`src/rtl/seg_arb_pkg.sv`:
```
// Shared types and constants for the seven-segment display arbiter.
package seg_arb_pkg;

  typedef enum logic [1:0] {
    IDLE  = 2'd0,
    SHOW  = 2'd1,
    BLANK = 2'd2
  } state_e;

  localparam int              DATA_W  = 20;
  localparam int              DIGITS  = 6;
  localparam logic [DATA_W-1:0] MAX_VAL = 20'd999_999;

  // Six decimal digits cannot show more than 999_999; saturate instead of wrapping.
  function automatic logic [DATA_W-1:0] clamp_val(input logic [DATA_W-1:0] v);
    return (v > MAX_VAL) ? MAX_VAL : v;
  endfunction

endpackage

```
`src/rtl/seg_disp_arbiter_rr_pick.sv`:
```
// Combinational round-robin picker: first set request searching upward from rr_ptr+1.
module seg_rr_pick #(
  parameter int N_REQ = 4,
  parameter int IDX_W = 2
) (
  input  logic [N_REQ-1:0] req_i,
  input  logic [IDX_W-1:0] rr_ptr_i,
  output logic             valid_o,
  output logic [N_REQ-1:0] onehot_o,
  output logic [IDX_W-1:0] idx_o
);

  logic [IDX_W-1:0] k;

  always_comb begin
    valid_o  = 1'b0;
    onehot_o = '0;
    idx_o    = '0;
    k        = '0;
    for (int i = 1; i <= N_REQ; i++) begin
      k = IDX_W'((int'(rr_ptr_i) + i) % N_REQ);
      if (!valid_o && req_i[k]) begin
        valid_o     = 1'b1;
        onehot_o[k] = 1'b1;
        idx_o       = k;
      end
    end
  end

endmodule

```
`src/rtl/seg_disp_arbiter.sv`:
```
// Round-robin time-sharing of the 6-digit display driver among N_REQ requesters.
// Optional SEG_ARB_PRIO0_EN makes requester 0 a non-preemptible override.
module seg_disp_arbiter
  import seg_arb_pkg::*;
#(
  parameter int N_REQ     = 4,
  parameter int HOLD_CYC  = 50_000_000,
  parameter int BLANK_CYC = 2_500_000,
  parameter int CNT_W     = 26
) (
  input  logic                     sys_clk,
  input  logic                     sys_rst_n,
  input  logic [N_REQ-1:0]         req,
  input  logic [N_REQ*DATA_W-1:0]  req_data,
  input  logic [N_REQ*DIGITS-1:0]  req_point,
  input  logic [N_REQ-1:0]         req_sign,
  output logic [N_REQ-1:0]         gnt,
  output logic [DATA_W-1:0]        data,
  output logic [DIGITS-1:0]        point,
  output logic                     en,
  output logic                     sign,
  output logic                     busy,
  output state_e                   dbg_state_o
);

  localparam int              IDX_W    = $clog2(N_REQ);
  localparam logic [CNT_W-1:0] HOLD_LD  = CNT_W'(HOLD_CYC - 1);
  localparam logic [CNT_W-1:0] BLANK_LD = (BLANK_CYC > 0) ? CNT_W'(BLANK_CYC - 1) : '0;

  state_e            state_q, state_d;
  logic [CNT_W-1:0]  cnt_q, cnt_d;
  logic [IDX_W-1:0]  rr_ptr_q, rr_ptr_d;
  logic [IDX_W-1:0]  owner_q, owner_d;
  logic [N_REQ-1:0]  gnt_q, gnt_d;
  logic [DATA_W-1:0] data_q, data_d;
  logic [DIGITS-1:0] point_q, point_d;
  logic              sign_q, sign_d, en_q, en_d, busy_q, busy_d;

  logic              pick_valid, arb_valid, arb_rr, preempt, owner_sticky;
  logic [N_REQ-1:0]  pick_oh, arb_oh;
  logic [IDX_W-1:0]  pick_idx, arb_idx, src_idx;
  logic              owner_req, others, grant_new, rel;
  logic [DATA_W-1:0] sel_data;
  logic [DIGITS-1:0] sel_point;
  logic              sel_sign;

  seg_rr_pick #(.N_REQ(N_REQ), .IDX_W(IDX_W)) u_pick (
    .req_i    (req),
    .rr_ptr_i (rr_ptr_q),
    .valid_o  (pick_valid),
    .onehot_o (pick_oh),
    .idx_o    (pick_idx)
  );

  // Override grants to requester 0 bypass the round-robin pointer entirely.
`ifdef SEG_ARB_PRIO0_EN
  assign arb_valid    = pick_valid | req[0];
  assign arb_oh       = req[0] ? N_REQ'(1) : pick_oh;
  assign arb_idx      = req[0] ? '0 : pick_idx;
  assign arb_rr       = ~req[0];
  assign preempt      = req[0] & (owner_q != '0);
  assign owner_sticky = (owner_q == '0);
`else
  assign arb_valid    = pick_valid;
  assign arb_oh       = pick_oh;
  assign arb_idx      = pick_idx;
  assign arb_rr       = 1'b1;
  assign preempt      = 1'b0;
  assign owner_sticky = 1'b0;
`endif

  assign owner_req = req[owner_q];
  assign others    = |(req & ~gnt_q);

  always_ff @(posedge sys_clk or negedge sys_rst_n) begin
    if (!sys_rst_n) begin
      state_q  <= IDLE;
      cnt_q    <= '0;
      rr_ptr_q <= IDX_W'(N_REQ - 1);
      owner_q  <= '0;
      gnt_q    <= '0;
      data_q   <= '0;
      point_q  <= '0;
      sign_q   <= 1'b0;
      en_q     <= 1'b0;
      busy_q   <= 1'b0;
    end else begin
      state_q  <= state_d;
      cnt_q    <= cnt_d;
      rr_ptr_q <= rr_ptr_d;
      owner_q  <= owner_d;
      gnt_q    <= gnt_d;
      data_q   <= data_d;
      point_q  <= point_d;
      sign_q   <= sign_d;
      en_q     <= en_d;
      busy_q   <= busy_d;
    end
  end

  always_comb begin : next_state
    state_d   = state_q;
    cnt_d     = cnt_q;
    rr_ptr_d  = rr_ptr_q;
    owner_d   = owner_q;
    grant_new = 1'b0;
    rel       = 1'b0;
    case (state_q)
      IDLE: grant_new = arb_valid;
      SHOW: begin
        if (preempt) begin
          rel = 1'b1;
        end else if (cnt_q == '0) begin
          // Sole (or sticky) requester keeps the display without a blank gap.
          if (owner_req && (!others || owner_sticky)) cnt_d = HOLD_LD;
          else                                        rel   = 1'b1;
        end else begin
          cnt_d = cnt_q - CNT_W'(1);
        end
      end
      BLANK: begin
        if (cnt_q == '0) begin
          if (arb_valid) grant_new = 1'b1;
          else           state_d   = IDLE;
        end else begin
          cnt_d = cnt_q - CNT_W'(1);
        end
      end
      default: state_d = IDLE;
    endcase
    if (rel) begin
      if (BLANK_CYC == 0) begin
        if (arb_valid) grant_new = 1'b1;
        else begin
          state_d = IDLE;
          cnt_d   = '0;
        end
      end else begin
        state_d = BLANK;
        cnt_d   = BLANK_LD;
      end
    end
    if (grant_new) begin
      state_d = SHOW;
      cnt_d   = HOLD_LD;
      owner_d = arb_idx;
      if (arb_rr) rr_ptr_d = arb_idx;
    end
  end

  always_comb begin : output_logic
    src_idx   = grant_new ? arb_idx : owner_q;
    sel_data  = '0;
    sel_point = '0;
    sel_sign  = 1'b0;
    for (int i = 0; i < N_REQ; i++) begin
      if (src_idx == IDX_W'(i)) begin
        sel_data  = req_data[i*DATA_W +: DATA_W];
        sel_point = req_point[i*DIGITS +: DIGITS];
        sel_sign  = req_sign[i];
      end
    end
    gnt_d   = (state_d == SHOW) ? (grant_new ? arb_oh : gnt_q) : '0;
    en_d    = (state_d == SHOW);
    busy_d  = (state_d != IDLE);
    data_d  = data_q;
    point_d = point_q;
    sign_d  = sign_q;
    // Follow the owner only while it is still requesting; otherwise freeze.
    if (state_d == SHOW && (grant_new || owner_req)) begin
      data_d  = clamp_val(sel_data);
      point_d = sel_point;
      sign_d  = sel_sign;
    end
  end

  assign gnt         = gnt_q;
  assign data        = data_q;
  assign point       = point_q;
  assign en          = en_q;
  assign sign        = sign_q;
  assign busy        = busy_q;
  assign dbg_state_o = state_q;

endmodule

```
`config.mk`:
```
export PLATFORM = sky130hd
export DESIGN_NAME = seg_disp_arbiter
export DESIGN_NICKNAME = d
export VERILOG_FILES = /design/src/rtl/seg_arb_pkg.sv /design/src/rtl/seg_disp_arbiter_rr_pick.sv /design/src/rtl/seg_disp_arbiter.sv
export SDC_FILE = /design/constraint.sdc
export NUM_CORES = 1
export LEC_CHECK = 0
export ABC_AREA = 1
export BUFFER_PORTS_ARGS = -buffer_cell sky130_fd_sc_hd__clkbuf_2
export CORE_UTILIZATION = 47
export DETAILED_ROUTE_END_ITERATION = 16
export GPL_TIMING_DRIVEN = 0
export HOLD_SLACK_MARGIN = 0.15
export PLACE_DENSITY = 0.77
export SLEW_MARGIN = 20
export SYNTH_ARGS = -nofsm -noshare
export SYNTH_HDL_FRONTEND = slang
export SYNTH_HIERARCHICAL = 1
export SYNTH_SLANG_ARGS = --single-unit
```
`constraint.sdc`:
```
create_clock -name sys_clk -period 3.6 [get_ports sys_clk]
set_input_delay 0.54 -clock sys_clk [delete_from_list [all_inputs] [get_ports sys_clk]]
set_output_delay 0.54 -clock sys_clk [all_outputs]
set_load 0.01 [all_outputs]
```
## Word level (Yosys, flattened, before mapping)

Cells that the tools add are included.

- Bits of input ports: 114
- Logic and storage cells: 124
- Bits in registers: 65
- Output and inout port bits: 35

- Mux-type cells: 63
- Add/subtract/negate cells: 5
- Bitwise gates (word level): 5
- Reductions and logical operators: 22
- Magnitude comparators: 10
- Equal/unequal tests: 9

Operators by type and width:

| operator | count |
|---|---|
| $mux 26 | 5 |
| $mux 20 | 5 |
| $pmux 26 s2 | 1 |
| $logic_not 26->1 | 1 |
| $sub 26x1->26 const B | 1 |
| $mux 4 | 6 |
| $mux 6 | 4 |
| $mux 1 | 22 |
| $gt 20x20->1 const B | 1 |
| $mux 2 | 9 |
| $lt 2x3->1 const B | 5 |
| $or 4x4->4 | 3 |
| $bmux 1 s2 | 5 |
| $logic_and 1x1->1 | 9 |
| $demux 1 s2 | 4 |
| $ge 2x1->1 const B | 4 |
| $eq 2x1->1 const B | 3 |
| $eq 2x2->1 const B | 3 |
| $ne 5x5->1 const B | 1 |
| $add 2x1->2 const B | 2 |
| $add 2x2->2 const B | 2 |
| $and 4x4->4 | 1 |
| $logic_not 1->1 | 4 |
| $logic_not 2->1 | 2 |
| other kinds (11) | 11 |

## Longest topological paths before layout

- Word-level depth: 24
- Gate-level depth with buffers: 28
- Mapped depth without buffers: 24

## By module

Netlist, hierarchy kept.

By module, submodules not included:

| module | cells each | seq. area each (um^2) | instances | area an instance (um^2) |
|---|---|---|---|---|
| seg_disp_arbiter | 598 | 1,629.1 | 1 | 4,230.3 |
| seg_rr_pick | 81 | 0.0 | 1 | 535.5 |

## Worst setup path after synthesis

No wires, ideal clock.

- Kind: register to register
- From: register rr_ptr_q[0]
- To: register data_q[14] (netlist: data[14])
- Path buffers: 4
- Cell stages (with the launch flop): 26
- Clock period less this slack: 3,454 ps
- Library setup time: 113 ps
- Arrival time: 3,341 ps
- Setup slack: 146 ps
- Data required time: 3,487 ps
- Path through: dfstp_2 > buf_6 > inv_8 > ha_1 > inv_2 > nand3_4 > nand2_4 > nor2_4 > buf_6 > nand4_1 > inv_1 > nor2_1 > nand3_1 > nand2_2 > buf_6 > nand2_2 > or2_2 > nand2_1 > nand3_1 > nand2_1 > nand2_1 > nand2_2 > buf_6 > nand3_2 > nand2_1 > inv_1

- Cells in the longest elaborated chain, start to end: 24
- Elaborated cells between the ends (all ways): 48
- Classes of those cells: add/sub (4); order compare (1); eq/ne (4); mux (30); reduce/logical (9)

Ends and longest elaborated chain:

| item | line | RTL |
|---|---|---|
| from (decl) | seg_disp_arbiter.sv:32 | `logic [IDX_W-1:0] rr_ptr_q, rr_ptr_d;` |
| from (signal assigned) | seg_disp_arbiter.sv:79 | `rr_ptr_q <= IDX_W'(N_REQ - 1);` |
| from (signal assigned) | seg_disp_arbiter.sv:90 | `rr_ptr_q <= rr_ptr_d;` |
| $add 2x1->2 | seg_disp_arbiter_rr_pick.sv:21 | `k = IDX_W'((int'(rr_ptr_i) + i) % N_REQ);` |
| $bmux 1 s2 | seg_disp_arbiter_rr_pick.sv:22 | `if (!valid_o && req_i[k]) begin` |
| $mux 1 (implied by the code) | seg_disp_arbiter_rr_pick.sv:22 |  |
| $mux 1 | seg_disp_arbiter_rr_pick.sv:22 |  |
| $logic_not 1->1 | seg_disp_arbiter_rr_pick.sv:22 |  |
| $logic_and 1x1->1 | seg_disp_arbiter_rr_pick.sv:22 |  |
| $mux 1 | seg_disp_arbiter_rr_pick.sv:22 |  |
| $logic_not 1->1 | seg_disp_arbiter_rr_pick.sv:22 |  |
| (+5 left out) | n/a |  |
| named net arb_valid | seg_disp_arbiter.sv:39 | `logic pick_valid, arb_valid, arb_rr, preempt, owner_sticky;` |
| $mux 1 | seg_disp_arbiter.sv:123 | `if (arb_valid) grant_new = 1'b1;` |
| $mux 1 | seg_disp_arbiter.sv:122 | `if (cnt_q == '0) begin` |
| $pmux 1 s2 | seg_disp_arbiter.sv:108 | `case (state_q)` |
| $mux 2 | n/a |  |
| $logic_not 2->1 | seg_disp_arbiter.sv:157 | `if (src_idx == IDX_W'(i)) begin` |
| $mux 20 (4 in a row) | seg_disp_arbiter.sv:157 |  |
| $gt 20x20->1 | seg_arb_pkg.sv:16 | `return (v > MAX_VAL) ? MAX_VAL : v;` |
| $mux 20 | seg_arb_pkg.sv:16 |  |
| to (signal assigned) | seg_disp_arbiter.sv:93 | `data_q <= data_d;` |
| to (decl) | seg_disp_arbiter.sv:35 | `logic [DATA_W-1:0] data_q, data_d;` |

Mark *: on every way through the listed nets, which the timed path passes. The rest lies on a longest branch. The select of a mux whose other input is x is not followed.
A chain may end at the register's enable or synchronous reset.

## Final worst setup path

- From: register rr_ptr_q[0]
- To: register data_q[15] (netlist: data[15])

The elaborated chain is that of the path after synthesis.

==> run_results.csv <==
group,metric,value,unit
status,status,"finished clean",
setup_path,timing.rr.start,"rr_ptr_q[0]$_DFFE_PN1P_",
power_and_ir_drop,clockPowerShare,0.119,
setup_path,crit_path_end,"data[15]$_DFFE_PN0P_",
synth,synth_compound_area_frac,0.133,
synth,synth-async-reset-ratio,1.00,
die,num_io_pins,149,
global_route,use_met1,0.342,
synth,seq_area_frac_synth,0.342,
synth,synthSimpleGateAreaFrac,0.401,
global_route,grt_max_degree,53,
setup_path,cp_common_cell,"nand2_1",
die,start_util,0.485,
cts,clock-sinks,65,
setup_path,critPathTopFamily,"simple AND/OR/NAND/NOR gates",
cts,ctsLongestPathBuffers,2,
worst_hold_path,min_path_type,"in -> reg",
detailed_routing,viasPerCell,5.27,
synth,synthesis.area,4770,um^2
cts,cts_buffers,9,
die,rows,36,
sta,period_needed,3.43,ns
detailed_routing,drtPass1Iterations,5,
layout,diodes,0,
global_route,grt.busiest_layer,"met2",
synth,synth_top_family_by_area,"simple AND/OR/NAND/NOR gates",
sta,final_hold_viol_count,0,
detailed_routing,ant_nets,0,
placed_design,place.gp.congestion,0.925,
synth,yosys.area.top_type,"dfrtp_1",
synth,netlist.area_leader.share,0.331,
placed_design,io_buffers,148,
synth,yosys-top-cells-count,"nand2_1, nand3_1, dfrtp_1, inv_1, nor2_1",
synth,syn_inst,679,
detailed_routing,drtIter0Drc,240,
sta,skew,0.0112,ns
setup_path,path_class,"reg -> reg",
cts,root_buffer,"clkbuf_8",
power_and_ir_drop,leakagePower,3.25,nW
setup_path,regToRegEndpoint,"data[15]$_DFFE_PN0P_",
power_and_ir_drop,intPower,0.00277,W
sta,layout_setup_ws,0.168,ns
setup_path,setup.worst_path.end_class,"flop",
setup_path,cp.depth,25,
setup_path,startpoint,"rr_ptr_q[0]$_DFFE_PN1P_",
detailed_routing,wire_per_inst,13.9,um
die,die_area,10500,um^2
run,maxCapViolCount,0,
detailed_routing,dr_total_vias,5286,
layout,layout-drive-gt1-share,0.320,
die,core-area,9820,um^2
power_and_ir_drop,p_sw_frac,0.479,
synth,synth.area.mux_share,0,
power_and_ir_drop,p_per_area,851,nW/um^2
layout,fin_nets,989,
power_and_ir_drop,vdd_ir_drop_max,658,uV
setup_path,worst-path-buf-inv,7,
die,chipWidth,103,um
power_and_ir_drop,total_power,0.00532,W
cts,insertion_delay,0.35,ns
setup_path,reg2reg_setup_slack,0.17,ns
layout,stdcell_area,6260,um^2
synth,synth_area_per_cell,7.02,um^2
detailed_routing,totalWireLength,13.9,mm
synth,synth_fa_ha_area_frac,0.0263,
setup_path,start_kind,"flop",
global_route,use_met3,0.0441,
setup_path,cp_max_fo,13,
sta,setup_viol,0,
setup_path,cpPeakStageDelay,0.56,ns
cts,htree_num_levels,3,
global_route,overflow,0,
power_and_ir_drop,seq_power_share,0.243,
layout,area_growth,31.3,%
placed_design,place_area,5700,um^2
global_route,met2_usage,0.472,
die,die_h,103,um
power_and_ir_drop,p_comb_frac,0.638,
setup_path,crit_arrival,3.72,ns
power_and_ir_drop,p_sw,0.00255,W
detailed_routing,drc,0,
synth,yosysMostFrequentCell,"nand2_1",
setup_path,r2r_cells,25,
global_route,grt_pass1_wl,22.4,mm
layout,finalNonFillerCells,1003,
synth,synthXorXnorAreaFrac,0.00919,
synth,ys.warnings.count,6,
setup_path,required,3.89,ns
sta,slew-limit-headroom,0.582,
synth,synth_seq_cells,65,
placed_design,dp.cells,961,
synth,synthesis.nets,803,
synth,synth.distinct_cells,44,
synth,synth_ff_type,"dfrtp_1",
global_route,grt_pass1_vias,4938,
sta,fin_crit_sh,0.953,
synth,ys_top_cells_by_area,"dfrtp_1, nand2_1, nand3_1",
global_route,grt_usage,0.271,
setup_path,crit_slowest_cell,"dfstp_2",
sta,finalMaxSlewViolations,0,
cts,cts_tree,"yes",
placed_design,hpwl,10.7,mm
placed_design,dp_slack,-0.344,ns
cts,cts.clk_slew.worst_paths,0.08,ns
sta,tightest_slew,0.624,ns
global_route,antenna_found_initial,0,
sta,fmax,291,MHz
synth,synth_edf_count,0,
## registers in the layout, indices dropped and copies added (netlist names)
signal,cells
rr_ptr_q,2
gnt,4
en,1
owner_q,2
sign,1
point,6
dbg_state_o,2
busy,1
data,20
cnt_q,26
## kinds of logic (layout without fill, tap and decap cells)
group / Yosys count / after routing
buffers and inverters: 93 / 283
AOI/OAI and AO/OA: 102 / 102
adders and majority gates: 10 / 10
xor gates and xnor gates: 5 / 5
DFF: 65 / 65
and+or+nand+nor: 404 / 405
## stage by stage
stage | hold WS [ns] | util | TNS (ns)
2_1_floorplan | 0.244 | - | 0
3_3_place_gp | 0.466 | 0.578 | -4.74
3_5_place_dp | 0.439 | 0.581 | -5.89
4_1_cts | 0.438 | 0.610 | 0
5_1_grt | 0.456 | 0.637 | -0.342
6_report | 0.454 | 0.637 | 0
## per-layer routing
metal  share of wire  up-vias
met2            0.50      223
met3           0.061       22
met4           0.014        0
li1                -     2622
met1            0.42     2419
met5               0        -
## power by group through the flow
stage	Clock [W]	Sequential [W]	Combinational, W
floorplan	0	0.00134	0.00212
global placement	0	0.00131	0.00288
detailed placement	0	0.00132	0.00294
CTS	0.000652	0.00129	0.00304
global route	0.000690	0.00133	0.00378
finish	0.000634	0.00129	0.00340
## worst reg2reg max path, stage by stage, from the launching register on
cell and delay (ns):
dfstp_2 0.56, buf_8 0.12, inv_8 0.06, ha_4 0.30, inv_4 0.05, nand3_4 0.08, nand2_4 0.08, nor2_4 0.11
buf_6 0.12, nand4_1 0.13, inv_2 0.11, nor2_4 0.06, nand2_4 0.11, nand2_2 0.07, nand2_4 0.12, buf_6 0.13
nand2_2 0.09, or2_2 0.28, nand2_1 0.10, nand3_2 0.09, nand2_1 0.07, nand2_1 0.06, nand2_2 0.12, buf_2 0.18
nand3_1 0.10, nand2_1 0.07
## repair_timing
item                       CTS  global route
pin swaps                    1            23
hold endpoints to repair    13             0
gates resized for setup      6            24
gates cloned                 0             4
hold buffers                 1             0
buffers inserted             4            17
setup endpoints to repair   36            32
## cell type report
cell class,instances,area (um^2)
well taps,133,166
inverters,74,297
clock inverters,6,66.3
flip-flops and latches,65,1630
repair buffers,174,998
clock buffers,10,138
fillers,887,3560
multi-input cells,522,2800
plain buffers,19,161
## worst min-delay path by stage
stage | from | endpoint | slack, ns | cells after the start
finish | req_data[79] | data[19]$_DFFE_PN0P_ | 0.45 | 3
global route | req_data[76] | data[16]$_DFFE_PN0P_ | 0.46 | 3
CTS | req_data[79] | data[19]$_DFFE_PN0P_ | 0.44 | 3
detailed placement | sys_rst_n | gnt[0]$_DFFE_PN0P_ | 0.44 | 1
global placement | data[15]$_DFFE_PN0P_ | data[15]$_DFFE_PN0P_ | 0.47 | 2
floorplan | sys_rst_n | busy$_DFF_PN0_ | 0.24 | 0
## placed cells by master, fill, tap and decap left out, drive strengths merged, types with 3 or more instances in the layout
cell | Yosys | layout
nor3 | 7 | 7
nand3b | 3 | 3
a221oi | 7 | 7
ha | 10 | 10
dfrtp | 63 | 63
clkinv | 1 | 5
buf | 13 | 37
nand2 | 212 | 212
inv | 73 | 73
a21oi | 24 | 24
o221ai | 9 | 9
a31oi | 8 | 8
nand3 | 82 | 82
clkbuf | 6 | 165
nor2 | 72 | 73
nand4 | 14 | 14
xor2 | 4 | 4
o21ai | 37 | 37
a21boi | 4 | 4
o211ai | 6 | 6
or2 | 13 | 13
Power figures use the tool's default switching activity.
